`src/rtl/fwd_scoreboard.sv`:
```
// rtl/fwd_scoreboard.sv - issue-stage operand forwarding with long-latency countdown scoreboard
module fwd_scoreboard #(
   parameter int DW     = 64,
   parameter int AW     = 5,
   parameter int NREAD  = 2,
   parameter int NSTAGE = 2,
   parameter int CW     = 3
) (
   input  logic                 clk,
   input  logic                 rst,
   input  logic [NREAD*AW-1:0]  rd_addr,
   input  logic [NREAD-1:0]     rd_use,
   input  logic [NREAD*DW-1:0]  rd_rf_dat,
   output logic [NREAD*DW-1:0]  rd_operand,
   output logic [NREAD-1:0]     rd_ready,
   input  logic [NSTAGE*AW-1:0] byp_rd,
   input  logic [NSTAGE-1:0]    byp_we,
   input  logic [NSTAGE-1:0]    byp_valid,
   input  logic [NSTAGE*DW-1:0] byp_dat,
   input  logic                 iss_valid,
   input  logic [AW-1:0]        iss_rd,
   input  logic                 iss_we,
   input  logic [CW-1:0]        iss_lat,
   input  logic                 flush,
   output logic                 stall,
   output logic [31:0]          stall_cnt
);

   localparam int NREG = 1 << AW;

   // x0 has no counter; entries 1..NREG-1 count down to the cycle a result is bypassable
   logic [CW-1:0] cnt_q [1:NREG-1];
   logic [CW-1:0] cnt_d [1:NREG-1];
   logic [31:0]   stall_cnt_q;
   logic [31:0]   stall_cnt_d;
   logic          fire;

   for (genvar k = 0; k < NREAD; k++) begin : g_port
      logic [AW-1:0] addr;
      logic          busy;
      logic          hit;
      logic [DW-1:0] op;
      logic          rdy;

      assign addr = rd_addr[k*AW +: AW];

      // Look up whether this port's register still has a long-latency writer in flight
      always_comb begin
         busy = 1'b0;
         for (int r = 1; r < NREG; r++) begin
            if (addr == AW'(r) && cnt_q[r] != '0) begin
               busy = 1'b1;
            end
         end
      end

      // Resolve operand: x0, then youngest matching bypass, then scoreboard, then RF
      always_comb begin
         hit = 1'b0;
         op  = rd_rf_dat[k*DW +: DW];
         rdy = 1'b1;
         // Walk oldest to youngest so the youngest match is the one that sticks
         for (int s = NSTAGE - 1; s >= 0; s--) begin
            if (byp_we[s] && byp_rd[s*AW +: AW] == addr) begin
               hit = 1'b1;
               op  = byp_dat[s*DW +: DW];
               rdy = byp_valid[s];
            end
         end
         // x0 reads zero and also masks any x0 writer on the bypass network
         if (addr == '0) begin
            op  = '0;
            rdy = 1'b1;
         end else if (!hit && busy) begin
            rdy = 1'b0;
         end
      end

      assign rd_operand[k*DW +: DW] = op;
      assign rd_ready[k]            = rdy;
   end

   assign stall     = iss_valid & |(rd_use & ~rd_ready);
   assign fire      = iss_valid & ~stall & ~flush;
   assign stall_cnt = stall_cnt_q;

   // Next counter values: flush kills all, a tracked issue overrides the decrement
   always_comb begin
      for (int r = 1; r < NREG; r++) begin
         cnt_d[r] = cnt_q[r];
         if (flush) begin
            cnt_d[r] = '0;
         end else if (fire && iss_we && iss_rd == AW'(r) && iss_lat != '0) begin
            cnt_d[r] = iss_lat;
         end else if (cnt_q[r] != '0) begin
            cnt_d[r] = cnt_q[r] - 1'b1;
         end
      end
   end

   // Saturating stalled-cycle counter, insensitive to flush
   always_comb begin
      stall_cnt_d = stall_cnt_q;
      if (stall && stall_cnt_q != 32'hFFFF_FFFF) begin
         stall_cnt_d = stall_cnt_q + 32'd1;
      end
   end

   // Scoreboard and statistics registers; reset drops all pending tracking at once
   always_ff @(posedge clk or posedge rst) begin
      if (rst) begin
         for (int r = 1; r < NREG; r++) begin
            cnt_q[r] <= '0;
         end
         stall_cnt_q <= '0;
      end else begin
         for (int r = 1; r < NREG; r++) begin
            cnt_q[r] <= cnt_d[r];
         end
         stall_cnt_q <= stall_cnt_d;
      end
   end

endmodule

```
`config.mk`:
```
export PLATFORM = sky130hd
export DESIGN_NAME = fwd_scoreboard
export DESIGN_NICKNAME = d
export VERILOG_FILES = /design/src/rtl/fwd_scoreboard.sv
export SDC_FILE = /design/constraint.sdc
export NUM_CORES = 1
export LEC_CHECK = 0
export ABC_AREA = 1
export CAP_MARGIN = 20
export CORE_AREA = 2 2 178 180
export DETAILED_ROUTE_END_ITERATION = 10
export DIE_AREA = 0 0 180 182
export HOLD_SLACK_MARGIN = 0.06
export PLACE_DENSITY = 0.83
export SETUP_SLACK_MARGIN = 0.4
export SYNTH_ARGS = -nofsm -noshare
export SYNTH_HDL_FRONTEND = slang
export SYNTH_SLANG_ARGS = --single-unit
```
`constraint.sdc`:
```
create_clock -name clk -period 5 [get_ports clk]
set_clock_uncertainty 0.15 [all_clocks]
set_input_delay 1 -clock clk [delete_from_list [all_inputs] [get_ports clk]]
set_output_delay 1 -clock clk [all_outputs]
set_load 0.01 [all_outputs]
```
======== Yosys cells after proc, flatten, opt, wreduce, memory -nomap -nowiden ========
Cells that the tools add are included.
word-level totals
  register bits after elaboration ......... 125
  latch bits .............................. 0
  memory bits (writable) .................. 0
  bits in read-only memories .............. 0
  output and inout bits ................... 163
  logic and storage cells ................. 542
  memories kept ........................... 0
operators by class
  $add $sub $neg .......................... 32
  $mul .................................... 0
  divide/modulo/power cells ............... 0
  $lt $le $gt $ge ......................... 0
  equality and inequality tests ........... 98
  shift-type cells ........................ 0
  multiplexer cells ....................... 173
  bitwise gates (word level) .............. 7
  reductions and logical operators ........ 200
operators by type and width
  kind                                                                number
  64-bit two-way mux                                                  6
  3-bit two-way mux                                                   93
  5-bit == test, second input constant                                48
  3-bit nonzero test                                                  63
  1-bit logical AND                                                   132
  5-bit by 4-bit == test with 1-bit output, second input constant     24
  3-bit by 1-bit subtractor with 3-bit output, second input constant  31
  1-bit two-way mux                                                   74
  5-bit by 3-bit == test with 1-bit output, second input constant     12
  32-bit by 1-bit adder with 32-bit output, second input constant     1
  32-bit inequality test, second input constant                       1
  5-bit by 2-bit == test with 1-bit output, second input constant     6
  5-bit == test                                                       4
  5-bit by 1-bit == test with 1-bit output, second input constant     3
  5-bit zero test                                                     2
  1-bit AND                                                           3
  2-bit AND                                                           1
  1-bit zero test                                                     2
  1-bit inverter                                                      2
  2-bit inverter                                                      1
  2-bit OR reduction                                                  1

======== Depth between registers and ports, before layout ========
  depth after elaboration ................. 48
  gate-level depth with buffers ........... 21
  mapped depth without buffers ............ 20

======== Worst setup path after synthesis ========
Ideal clock, no wire load.
  kind .................................... input to output
  from .................................... input port rd_addr[6]
  to ...................................... output port rd_operand[64]
  arrival time ............................ 2.657 ns
  required time ........................... 3.850 ns
  path slack .............................. 1.193 ns
  stages .................................. 13
  buffers on the path ..................... 4
  cell sequence ........................... buf_4 > inv_1 > nand2_1 > nand2_1 > a21oi_1 > nand3_1 > inv_1 > clkbuf_1 > clkbuf_1 > clkbuf_1 > a21oi_1 > o21ai_0 > inv_1
on the way
  longest elaborated chain between the ends .. 5
  elaborated cells between the ends (all ways) .. 8
RTL lines
  item                              line  text
  from (decl)                       11    input logic [NREAD*AW-1:0] rd_addr,
  5-bit == test                     64    if (byp_we[s] && byp_rd[s*AW +: AW] == addr) begin
  1-bit logical AND                 64
  64-bit two-way mux (2 in series)  64
  64-bit two-way mux *              71    if (addr == '0) begin
  to (decl)                         14    output logic [NREAD*DW-1:0] rd_operand,
Mark *: on every way between the ends. The rest lies on a longest branch, timed or not.

======== Final worst setup path ========
  from .................................... input port rd_addr[9]
  to ...................................... output port rd_operand[68]
The elaborated chain is that of the path after synthesis.

==> results by group <==
Floorplan
  • Standard-cell row count: 65
  • Initial Utilization: 0.444
  • Core area: 0.0310 mm^2
  • Die Wd: 180 um
  • Total die area: 0.0328 mm^2
  • Die height: 182 um
  • IO Pins: 458

Yosys
  • Syn avg cell area: between 5 and 6 um^2
  • Syn nets: 2719
  • Post-Syn Area: 0.0138 mm^2
  • Yosys Warn Count: 0
  • Library cells used by synthesis: 36
  • Yosys reg bits: 125
  • Seq/Total Area, Yosys: 0.227
  • Syn Inst Count: 2361

Clock tree
  • CTS Buf Count: 17
  • Clock buffer depth: 2
  • Sink Count: 125
  • Clock transition at the registers of the reported paths: about 0.060 ns
  • Post-cts hold buffer count: 0
  • H-tree depth: 4
  • CTS tree: built
  • Worst skew pair latency: 0.43 ns
  • CTS root buffer: clkbuf_16

STA
  • RSZ-0062 raised after global routing: yes
  • Slew headroom: 0.451
  • Fmax: 218 MHz
  • Setup_tns: 0 ns
  • Setup ws final: between 0.4 and 0.5 ns
  • Worst-Margin Slew: 0.821 ns
  • Fin. Hold Viols: 0
  • Final min period: 4.59 ns
  • Setup violations, final: 0
  • Max-slew violations: 0
  • Final worst-path cycle share: 0.918

Finish
  • Non-filler cells, final: around 3200
  • Commonest non-fill, non-tap cells in the layout: nand2_1 (665), inv_1 (445), clkdlybuf4s50_1 (400)
  • Layout cells sized above 1: 0.0640
  • Commonest non-fill, non-tap cell in the layout: nand2_1
  • Nets: roughly 3100
  • P&R area growth vs syn: 44.9%

Worst setup path
  • Crit path depth: 11
  • CP delay by family, top: buffers and inverters
  • Worst Path Max Fanout: 24
  • CP bufs+invs: 6
  • Critical path's slowest cell: clkdlybuf4s50_1
  • Crit. End Element: output port
  • Setup crit start kind: input port
  • Critical Path RT: 3.85 ns
  • Crit path arrival time: 3.44 ns
  • R2R cell count: 19
  • Type of the worst setup path: in2out
  • CP cell instances: clkdlybuf4s50_1, buf_4, o22ai_1, nor2_2, nand3_4, buf_4, clkbuf_16, o21ai_0, o21ai_0, inv_1, clkdlybuf4s50_1
  • Crit path largest cell delay: approximately 0.55 ns

Power
  • PwrDens: 318 mW/mm^2
  • Maximum vdd ir drop: 0.000297 V
  • Clk pwr share: 0.197
  • P_int: 0.00351 W
  • Power Total: 0.00634 W
  • Sw frac: 0.446
  • P_sw: ~0.0028 W
  • Sequential share of power: 0.246
  • Cell leakage power: 10.6 nW
  • Comb pwr share: 0.557

Detailed routing
  • Post-route ant nets: 0
  • Via count: 17839
  • DRC errors left: 0
  • Total Wirelength: 68.3 mm
  • Initial drt markers: slightly above 2000
  • DR WL/cell: 21.3 um
  • Initial DRT Pass Iterations: 8
  • Via-to-Cell Ratio: 5.56

Global route
  • First-pass GRT wire length: 101 mm
  • Total grt overflow: 0
  • Largest net degree at the start of global routing: 73
  • Antenna violations before repair: 19
  • Total GRT Usage: 0.401
  • Number of global-route vias before repair: between 15000 and 20000

Run
  • Max Cap Viol: 0

Placement
  • Gp weighted congestion: 1.04
  • Pre-CTS setup slack: between 0.15 and 0.2 ns
  • HPWL after DPL: 53.2 mm
  • Placed insts: between 3000 and 4000
  • IO buf count: 457

Min path
  • Hold Path Class: reg2reg
  • Hold Path Depth: 2

Outcome
  • Status: completed
-- cells in the mapped netlist (all sizes together) --
library cell	number	area share
a21oi	164	0.062
or2	3	0.0014
nor3	10	0.0036
ha	63	0.057
nand3b	3	0.0016
nor4	9	0.0041
nand3	119	0.059
clkinv	1	0.00027
or3	1	0.00046
nand2	669	0.18
clkbuf	85	0.023
and3	1	0.00046
xnor2	36	0.023
buf	34	0.014
o21ai	307	0.11
dfrtp	125	0.23
o22ai	4	0.0018
or4	1	0.00055
a21boi	1	0.00082
xor2	18	0.011
inv	456	0.12
nand4	100	0.045
nor2	151	0.042
-- logic make-up after synthesis --
| group | Yosys count | synth area share |
|---|---|---|
| simple gates | 1067 | 0.342 |
| buf+inv | 576 | 0.162 |
| compound gates | 476 | 0.177 |
| flops | 125 | 0.227 |
| fa+ha+maj | 63 | 0.0573 |
| xor+xnor | 54 | 0.0344 |
-- final cells by class --
cell class | instances | area [um^2]
repair buffers | 522 | 5430
diodes | 9 | 22.5
flip-flops and latches | 125 | 3130
multi-input cells | 1660 | 8520
fillers | 2864 | 11100
well taps | 402 | 503
repair inverters | 1 | 8.76
clock inverters | 15 | 160
clock buffers | 17 | 425
inverters | 457 | 1740
-- tightest hold or removal path, stage by stage, from the launching register on --
cell and delay, ns:
dfrtp_1 0.34, nand3_1 0.08, nand2_1 0.06
-- metrics by stage --
| step | util | hold WS [ns] | cell area [um^2] |
|---|---|---|---|
| global placement | 0.609 | 0.338 | 18900 |
| CTS | 0.632 | 0.357 | 19600 |
| floorplan | - | 0.326 | 13800 |
| finish | 0.643 | 0.361 | 19900 |
| detailed placement | 0.609 | 0.343 | 18900 |
| global route | 0.643 | 0.375 | 19900 |
-- flip-flops by register name, summed over array words and instances, names as in the netlist --
| register | cells |
|---|---|
| cnt_q | 93 |
| stall_cnt | 32 |
-- power by group through the flow --
stage	Combinational [W]	Clock, W	Sequential [W]
final	0.00353	0.00125	0.00156
after global routing	0.00394	0.00131	0.00159
after CTS	0.00346	0.00125	0.00155
after detailed placement	0.00340	0	0.00157
after global placement	0.00325	0	0.00155
after floorplan	0.00220	0	0.00153
-- layer usage --
layer  vias to the layer above  part of all wire  track usage  routed length, um
met3                       142              0.13        0.128               8600
li1                       8303                 -            -                  -
met5                         -            0.0022            0                149
met1                      8318              0.40        0.525              27100
met2                      1052              0.44        0.634              30300
met4                        24             0.032        0.116               2190
-- final timing paths --
kind,start,to,slack [ns]
worst max register to register,cnt_q[84]$_DFFE_PP0P_,cnt_q[11]$_DFFE_PP0P_,1.56
min in group asynchronous,rst,cnt_q[82]$_DFFE_PP0P_,0.89
worst min-delay path,cnt_q[10]$_DFFE_PP0P_,cnt_q[10]$_DFFE_PP0P_,0.36
max in group asynchronous,rst,cnt_q[47]$_DFFE_PP0P_,2.96
worst max-delay path,rd_addr[9],rd_operand[68],0.41
worst min register to register,cnt_q[10]$_DFFE_PP0P_,cnt_q[10]$_DFFE_PP0P_,0.36
-- repair_timing --
action | in CTS | in global routing
cloned | 2 | 3
resized for setup | 28 | 122
setup buffers | 3 | 9
setup endpoints to repair | 98 | 122
pin swaps | 2 | 10
No activity file was read; power rests on OpenSTA's default activity.
